`src/rtl/shift_add_multiplier.sv`:
```
// Sequential unsigned shift-add multiplier core with sign application.
// WIDTH shift-add iterations, then optional two's-complement negate and a done pulse.
module shift_add_multiplier #(
  parameter int WIDTH = 8
) (
  input  logic                 clk,
  input  logic                 rst,
  input  logic                 start,
  input  logic [WIDTH-1:0]     mcand_abs,
  input  logic [WIDTH-1:0]     mplier_abs,
  input  logic                 sign,
  output logic [2*WIDTH-1:0]   product,
  output logic                 busy,
  output logic                 done
);

  localparam int PW = 2 * WIDTH;
  localparam int CW = (WIDTH > 1) ? $clog2(WIDTH) : 1;
  localparam logic [PW-1:0] ONE = PW'(1);
  localparam logic [CW-1:0] LAST = CW'(WIDTH - 1);

  typedef enum logic [1:0] {
    S_IDLE = 2'd0,
    S_RUN  = 2'd1,
    S_SIGN = 2'd2
  } state_t;

  state_t           state_q, state_d;
  logic [PW-1:0]    acc_q, acc_d;
  logic [PW-1:0]    mcand_q, mcand_d;
  logic [WIDTH-1:0] mplier_q, mplier_d;
  logic             sign_q, sign_d;
  logic [CW-1:0]    count_q, count_d;
  logic [PW-1:0]    product_q, product_d;
  logic             busy_q, busy_d;
  logic             done_q, done_d;

  always_ff @(posedge clk or posedge rst) begin
    if (rst) begin
      state_q <= S_IDLE;
    end else begin
      state_q <= state_d;
    end
  end

  always_comb begin
    state_d = state_q;
    case (state_q)
      S_IDLE:  if (start) state_d = S_RUN;
      S_RUN:   if (count_q == LAST) state_d = S_SIGN;
      S_SIGN:  state_d = S_IDLE;
      default: state_d = S_IDLE;
    endcase
  end

  // Datapath next-state; start outside IDLE is simply not looked at.
  always_comb begin
    acc_d     = acc_q;
    mcand_d   = mcand_q;
    mplier_d  = mplier_q;
    sign_d    = sign_q;
    count_d   = count_q;
    product_d = product_q;
    busy_d    = busy_q;
    done_d    = 1'b0;
    case (state_q)
      S_IDLE: begin
        if (start) begin
          mcand_d  = {{WIDTH{1'b0}}, mcand_abs};
          mplier_d = mplier_abs;
          sign_d   = sign;
          acc_d    = '0;
          count_d  = '0;
          busy_d   = 1'b1;
        end
      end
      S_RUN: begin
        if (mplier_q[0]) acc_d = acc_q + mcand_q;
        mcand_d  = mcand_q << 1;
        mplier_d = mplier_q >> 1;
        count_d  = count_q + CW'(1);
      end
      S_SIGN: begin
        // Negating a zero accumulator wraps back to zero, so no negative zero.
        product_d = sign_q ? (~acc_q + ONE) : acc_q;
        done_d    = 1'b1;
        busy_d    = 1'b0;
      end
      default: ;
    endcase
  end

  always_ff @(posedge clk or posedge rst) begin
    if (rst) begin
      acc_q     <= '0;
      mcand_q   <= '0;
      mplier_q  <= '0;
      sign_q    <= 1'b0;
      count_q   <= '0;
      product_q <= '0;
      busy_q    <= 1'b0;
      done_q    <= 1'b0;
    end else begin
      acc_q     <= acc_d;
      mcand_q   <= mcand_d;
      mplier_q  <= mplier_d;
      sign_q    <= sign_d;
      count_q   <= count_d;
      product_q <= product_d;
      busy_q    <= busy_d;
      done_q    <= done_d;
    end
  end

  assign product = product_q;
  assign busy    = busy_q;
  assign done    = done_q;

endmodule

```
`config.mk`:
```
export PLATFORM = sky130hd
export DESIGN_NAME = shift_add_multiplier
export DESIGN_NICKNAME = d
export VERILOG_FILES = /design/src/rtl/shift_add_multiplier.sv
export SDC_FILE = /design/constraint.sdc
export NUM_CORES = 1
export LEC_CHECK = 0
export BUFFER_PORTS_ARGS = -buffer_cell sky130_fd_sc_hd__buf_2
export CAP_MARGIN = 0
export CORE_MARGIN = 1.5
export CORE_UTILIZATION = 40
export CTS_CLUSTER_SIZE = 40
export DETAILED_ROUTE_END_ITERATION = 6
export GPL_ROUTABILITY_DRIVEN = 0
export GPL_TIMING_DRIVEN = 0
export PLACE_DENSITY = 0.66
export SYNTH_ARGS = -nofsm -noshare
export SYNTH_HDL_FRONTEND = slang
export SYNTH_SLANG_ARGS = --single-unit
```
`constraint.sdc`:
```
create_clock -name clk -period 3 [get_ports clk]
set_clock_uncertainty 0.05 [all_clocks]
set_input_delay 0.6 -clock clk [delete_from_list [all_inputs] [get_ports clk]]
set_output_delay 0.6 -clock clk [all_outputs]
set_load 0.01 [all_outputs]
```
==> results of run 1 <==
[worst max-delay path: stages (launching register included)]
cell      delay (ns)
dfrtp_1         0.42
ha_1            0.20
inv_1           0.06
fa_1            0.37
nor2b_1         0.24
o211ai_2        0.12
a21oi_1         0.41
o21a_1          0.18
o21ai_0         0.07
a32o_1          0.26
[metrics by stage]
step / instances / power (mW) / area, sq um / utilization / setup slack, ns
after floorplan: 364 / 3.121 / 3516 / - / 0.7519
after global placement: 509 / 3.613 / 3836 / 0.4442 / 0.002841
after detailed placement: 510 / 3.690 / 3856 / 0.4465 / 0.5246
after CTS: 525 / 4.527 / 4076 / 0.4720 / 0.5015
after global routing: 525 / 4.909 / 4076 / 0.4720 / 0.3634
final: 525 / 4.486 / 4076 / 0.4720 / 0.4999
[synth_stat cells (3+ instances only)]
| cell type | n |
|---|---|
| nand2_1 | 61 |
| ha_1 | 18 |
| xnor2_1 | 5 |
| a21oi_1 | 17 |
| nor2_1 | 5 |
| dfrtp_1 | 64 |
| o21a_1 | 3 |
| nand2b_1 | 5 |
| o21ai_0 | 53 |
| inv_1 | 8 |
| nand4_1 | 3 |
| o31ai_1 | 5 |
| nand3_1 | 6 |
| a22o_1 | 11 |
| nor2b_1 | 8 |
| a21o_1 | 5 |
| clkbuf_1 | 12 |
| o41ai_1 | 3 |
| xor2_1 | 19 |
| mux2i_1 | 14 |
[per-layer routing]
| layer | GRT usage | part of all wire | up-vias |
|---|---|---|---|
| met1 | 0.2262 | 0.48 | 1306 |
| met4 | 0.07692 | 0.018 | 0 |
| met5 | 0 | 0 | - |
| met3 | 0.03324 | 0.046 | 11 |
| li1 | - | - | 1396 |
| met2 | 0.2733 | 0.45 | 62 |
[cell type report]
class / instances / area (sq um)
fill: 836 / 4559
multi-input combinational: 275 / 1799
sequential: 64 / 1602
timing repair buffer: 38 / 205.2
clock buffer: 12 / 155.1
tap: 108 / 135.1
buffer: 17 / 85.08
clock inverter: 3 / 65.06
inverter: 8 / 30.03
[cell families (layout without fill, tap and decap cells)]
group                      Yosys count  after routing  synth area share
AOI/OAI and AO/OA                  114            114            0.2032
adders and majority gates           19             19           0.06975
muxes                               15             15           0.04306
buffers and inverters               25             78           0.03274
DFF                                 64             64            0.4555
and+or+nand+nor                    103            103            0.1359
xor gates and xnor gates            24             24           0.05979
[where the power goes]
part,total [mW],internal (mW),switching [mW]
logic,2.07,0.914,1.16
registers,1.58,1.24,0.344
clock network,0.829,0.508,0.321
[state kept, by name (all words and copies together), names as in the netlist]
signal / count
count_q: 3
done: 1
busy: 1
state_q: 2
mcand_q: 16
product: 16
sign_q: 1
acc_q: 16
mplier_q: 8
[worst paths after layout]
kind	depth (start not counted)	slack (ns)	endpoint	start
max	9	0.50	acc_q[8]	acc_q[0]
min in group clk	2	0.42	product[0]	product[0]
min	2	0.23	sign_q	rst
max in group asynchronous	3	2.08	mcand_q[10]	rst
max reg2reg	9	0.50	acc_q[8]	acc_q[0]
min reg2reg	2	0.42	product[0]	product[0]
==> impl.org, run 1 <==
** Route
- Count of TritonRoute iterations in the first routing pass :: 4
- DRC marker count from the first detailed-route iteration :: 172
- Wires add up to 7375 um.
- Via Count :: 2775
- # DRC :: 0
- The count of nets left with antenna violations once routing finished came out at 0.
- In the routed layout, each cell is associated on average with a via count of 5.286.
- Dividing the detail-routed wire length by the instance count gives 14.05 um.

** Yosys
- Synth Register Bits :: 64
- Synthesis produced a netlist whose cell count is 364.
- The share of the Yosys chip area taken by registers is 0.4555.
- Mapped Nets :: 403
- Top cells by area, synth :: dfrtp_1 46%, o21ai_0 7.5%, nand2_1 6.5%
- Synth Flop Type :: dfrtp_1
- During synthesis, Yosys emitted a total of 0 warnings.
- The synthesized netlist occupies a cell area of 0.003516 sq mm.
- Per-instance average area after synthesis :: 9.659 sq um
- Cell taking the most area after synthesis :: dfrtp_1
- Number of enable flip-flop cells after synthesis :: 0
- For this run, asynchronously set or reset flops after synthesis account for 1.000.
- In this run, distinct cell masters in the synthesized netlist total 47.
- Of the post-synthesis cell area, the dominant cell type holds 0.4555.

** CTS
- Number of H-tree levels :: 3
- Counting along the longest clock path gives a buffer depth of 2.
- CTS clk-pin slew, worst paths :: 0.07 ns
- Cell at the root of the clock tree :: clkbuf_8
- After clock tree synthesis, the flow added hold-fix buffers numbering 0.
- After clock tree synthesis, the setup repair step added 0 buffers.
- Clock tree synthesis found a total of 64 sinks.
- Insertion delay of the later-clocked pin in the worst-skew pair :: 0.34 ns
- Clock tree synthesis inserted a total of 9 buffers.
- Count of cells resized by post-cts repair :: 0
- Clock tree from TritonCTS :: yes

** Floorplanning
- Number of placed I/O pins :: 38
- The core region is 0.008636 sq mm.
- The initialized floorplan defines 34 standard-cell rows.
- Die height :: 96.76 um
- The floorplan step defined a die boundary enclosing 0.009362 sq mm.
- The initial utilization of the core area, before any placement, comes to 0.4071.
- The die is 96.76 um wide.

** Placed design
- Port buffering added 37 buffers.
- Detailed placement finished with a half-perimeter wire length of 5655 um.

** STA
- Shortest clock period the worst path allows after layout :: 2.500 ns
- The final number of max-transition violations is 0.
- Timing would allow up to 400.0 MHz.
- Setup violations remaining at the end of the flow were counted as 0.
- Number of hold violations in the final report :: 0
- Smallest hold slack :: 0.2317 ns
- Final sum of negative setup slack :: 0 ns
- Final period utilization :: 0.8334
- Max-slew headroom at the worst pin :: 0.6714
- For the pin with the worst max-slew slack, the measured transition is 0.4921 ns.
- Setup repair after global routing missed its margin :: false

** Worst setup path
- Data required time at the worst endpoint :: 3.18 ns
- By startpoint and endpoint, the worst setup path is classified as flip-flop to flip-flop.
- STA classifies the critical path startpoint as a flip-flop.
- Data on the critical path arrives at its endpoint at 2.68 ns.
- The worst setup path is captured at a flip-flop.
- Highest fanout seen on the critical path :: 5

** Layout
- For this run, the post-layout net count is 452.
- In the layout the commonest cells are 64 x dfrtp_1, 61 x nand2_1, 53 x o21ai_0.
- Most common cell after layout, fill and taps aside :: dfrtp_1
- Area overhead of the layout relative to synthesis :: 15.94%
- Share of final-layout standard cells stronger than drive strength 1 :: 0.1511
- The repair_antennas step left the layout with diodes totalling 0.

** Global routing
- Combined global-route utilization of all metal layers :: 0.1714
- Via count of the first global-routing pass :: 2720
- Antenna violations before repair :: 0
- Total grt overflow :: 0
- Largest net degree at the start of global routing :: 43
- First-pass GRT wire length :: 12920 um

** Power and ir drop
- IR analysis of the VDD net gives a maximum drop of 0.3549 mV.
- Standby leakage power :: 1.981 nW
- Power spread over the standard cell area amounts to 1101 mW/mm^2.

** Run status
- Run status :: completed

** Worst hold path
- The min-delay analysis places its worst path in the category input port to asynchronous set/reset pin.

** Run
- Max-capacitance violation count :: 0
Note: power is estimated with default switching activity, not from simulation.
==> inputs of run 2 (changes only) <==
- PLACE_DENSITY: 0.66 -> 0.68
- clock period: 3 -> 2 ns (I/O delays scaled with it)
==> impl.org, run 2 (synthesis results as in run 1) <==
** Floorplanning
- The die extent in y came to 96.76 um (unchanged).
- The count of standard-cell rows came to 34 (unchanged).
- The horizontal extent of the die was 96.76 um (unchanged).
- The I/O pin count is 38 (unchanged).
- The effective utilization at floorplan was 0.4071 (unchanged).
- Core area :: 0.008636 sq mm (unchanged)
- Full die area :: 0.009362 sq mm (unchanged)

** CTS
- The CTS buffer count came to 9 (unchanged).
- CTS clk-pin slew, worst paths :: 0.07 ns (about the same)
- Insertion delay of the later-clocked pin in the worst-skew pair :: 0.33 ns (was 0.34 ns)
- The CTS tree is yes (unchanged).
- CTS sink count :: 64 (unchanged)
- The number of buffers added to fix hold violations after cts was 0 (unchanged).
- Number of H-tree levels :: 3 (unchanged)
- Bufs on Longest Clock Path :: 2 (unchanged)
- Cell at the root of the clock tree :: clkbuf_8 (unchanged)

** Route
- # DRC :: 0 (unchanged)
- Via density per instance :: 5.399 (was 5.286)
- Via Count :: 2926 (was 2775)
- The post-detailed-routing wire length came to 8216 um (was 7375 um).
- The detailed router's first-iteration violation count is 235 (was 172).
- Count of TritonRoute iterations in the first routing pass :: 4 (unchanged)
- The wire length per cell after detailed routing is 15.16 um (was 14.05 um).
- Antenna Nets Post-Route :: 0 (unchanged)

** Run status
- Run status: finished with violations (was completed).
- The final reports fail on negative setup slack.

** STA
- The final number of max-transition violations came to 0 (unchanged).
- The final worst-path cycle share was 1.044 (was 0.8334).
- The highest achievable clock rate was 478.9 MHz (was 400.0 MHz).
- Number of hold violations in the final report :: 0 (unchanged)
- Setup repair after global routing missed its margin: true (was false).
- The final setup violation count came to 5 (was 0).
- The worst hold slack across all endpoints was 0.1192 ns (was 0.2317 ns).
- The minimum clock period is 2.088 ns (was 2.500 ns).
- Worst setup slack after layout :: -0.08804 ns (was 0.4999 ns)
- The worst slew slack as a fraction of its limit is 0.5331 (was 0.6714).
- Transition time at the pin with the least slew margin :: 0.6988 ns (was 0.4921 ns)

** Run
- The number of maximum-capacitance constraint violations was 0 (unchanged).

** Layout
- The number of diodes is 0 (unchanged).
- Design area :: 0.004456 sq mm (was 0.004076 sq mm)
- Commonest cells after routing, fill and taps aside :: 61 x nand2_1, 56 x dfrtp_1, 43 x o21ai_0 (was 64 x dfrtp_1, 61 x nand2_1, 53 x o21ai_0)
- Share of final-layout standard cells stronger than drive strength 1 :: 0.2903 (was 0.1511)
- The area added between synthesis and finish was 26.73% (was 15.94%).
- The most common library cell in the layout ignoring fill and taps is nand2_1 (was dfrtp_1).
- Final Net Count :: 469 (was 452)

** Worst setup path
- The critical path startpoint category is a flip-flop (unchanged).
- Critical path data arrival time :: 2.26 ns (was 2.68 ns)
- Worst setup path category :: flip-flop to flip-flop (unchanged)
- Data required time at the worst endpoint :: 2.17 ns (was 3.18 ns)
- Crit Reg-Reg Endpoint :: acc_q[8] (unchanged)
- Startpoint of the most critical register-to-register path :: mcand_q[0] (was acc_q[0])
- Minimum setup slack among reg-to-reg paths :: -0.09 ns (was 0.50 ns)
- Highest fanout seen on the critical path :: 4 (was 5)
- The count of cells along the worst register-to-register path is 9 (unchanged).
- Category of the worst setup path capture point :: flip-flop (unchanged)

** Global routing
- The global routing met1 resource utilization is 0.2367 (was 0.2262).
- Top Usage Layer GRT :: met2 (unchanged)
- Total grt overflow :: 0 (unchanged)
- The number of global-route vias before repair was 2775 (was 2720).
- Global-route met2 utilization :: 0.2862 (was 0.2733)
- Combined global-route utilization of all metal layers :: 0.1781 (was 0.1714)
- First-pass GRT wire length :: 13520 um (was 12920 um)
- The number of antenna violations at the first check in global routing was 0 (unchanged).
- Largest net degree at the start of global routing :: 65 (was 43)
- Global-route track usage on met3 :: 0.03757 (was 0.03324)

** Placed design
- Placed cell area :: 0.003871 sq mm (was 0.003856 sq mm)
- Worst Setup Slack post-DPL :: -0.3020 ns (was 0.5246 ns)
- Final HPWL DP :: 5637 um (was 5655 um)
- Count of input and output buffers :: 37 (unchanged)

** Power and ir drop
- The part of the power in combinational logic is 0.523 (was 0.462).
- Switching share of power :: 0.4206 (was 0.4070)
- VDD IR max :: 0.5834 mV (was 0.3549 mV)
- Sequential cell fraction of total power :: 0.330 (was 0.353)
- The switching power is 3.118 mW (was 1.826 mW).
- Standby leakage power :: 2.063 nW (was 1.981 nW)
- The internal power consumption came to 4.296 mW (was 2.661 mW).
- Fraction of power consumed by the clock network :: 0.147 (was 0.185)
- Total power draw :: 7.414 mW (was 4.486 mW)
- Ratio of total power to cell area :: 1664 mW/mm^2 (was 1101 mW/mm^2)

** Worst hold path
- Path type of the worst min-delay path :: input port to asynchronous set/reset pin (unchanged)
==> run 2: power by group through the flow <==
stage / registers, mW / logic [mW] / clock network [mW]
after floorplan: 2.35 / 2.40 / 0
after global placement: 2.39 / 3.10 / 0
after detailed placement: 2.42 / 3.20 / 0
after CTS: 2.39 / 3.44 / 1.12
after global routing: 2.53 / 4.34 / 1.17
final: 2.45 / 3.88 / 1.09
==> run 2: how the worst max path moves through the flow <==
stage | slack (ns) | depth (start not counted) | end | startpoint
after floorplan | -0.05 | 7 | acc_q[8] | acc_q[2]
final | -0.09 | 9 | acc_q[8] | mcand_q[0]
after CTS | -0.13 | 9 | acc_q[8] | mcand_q[0]
after global routing | -0.17 | 9 | acc_q[8] | mcand_q[0]
after global placement | -0.26 | 9 | acc_q[8] | acc_q[0]
after detailed placement | -0.30 | 9 | acc_q[8] | acc_q[0]
==> run 2: through the flow <==
step / setup TNS, ns / instances / util
after floorplan: -0.04777 / 364 / -
after global placement: -0.9907 / 509 / 0.4483
after detailed placement: -1.204 / 509 / 0.4483
after CTS: -0.2974 / 536 / 0.4880
after global routing: -0.8541 / 542 / 0.5159
final: -0.2594 / 542 / 0.5159
==> run 2: final cells by class <==
| type | instances | area (sq um) |
|---|---|---|
| Clock inverter | 3 | 42.54 |
| Buffer | 15 | 80.08 |
| Inverter | 8 | 33.78 |
| Multi-Input combinational cell | 275 | 2047 |
| Tap cell | 108 | 135.1 |
| Fill cell | 779 | 4180 |
| Timing Repair Buffer | 57 | 360.3 |
| Clock buffer | 12 | 145.1 |
| Sequential cell | 64 | 1612 |
==> run 2: metal layers <==
metal  share of wire  vias up
li1                -     1426
met1            0.44     1398
met2            0.49       87
met3           0.046       15
met4           0.018        0
met5               0        -
==> run 2: worst max-delay path, cell delays in order (launching register included) <==
cell and delay, ns:
dfrtp_1 0.39, ha_2 0.20, inv_2 0.05, fa_2 0.21, nor2b_4 0.05, o211ai_4 0.20, a21oi_4 0.10, o21a_1 0.20
or3_1 0.31, a32o_1 0.22
==> run 2: what timing repair did <==
| action | 4_1_cts | 5_1_grt |
|---|---|---|
| setup endpoints to repair | 7 | 21 |
| pin swaps | 7 | 6 |
| resized for setup | 19 | 44 |
| hold endpoints to repair | 0 | 0 |
| setup buffers | 13 | 6 |
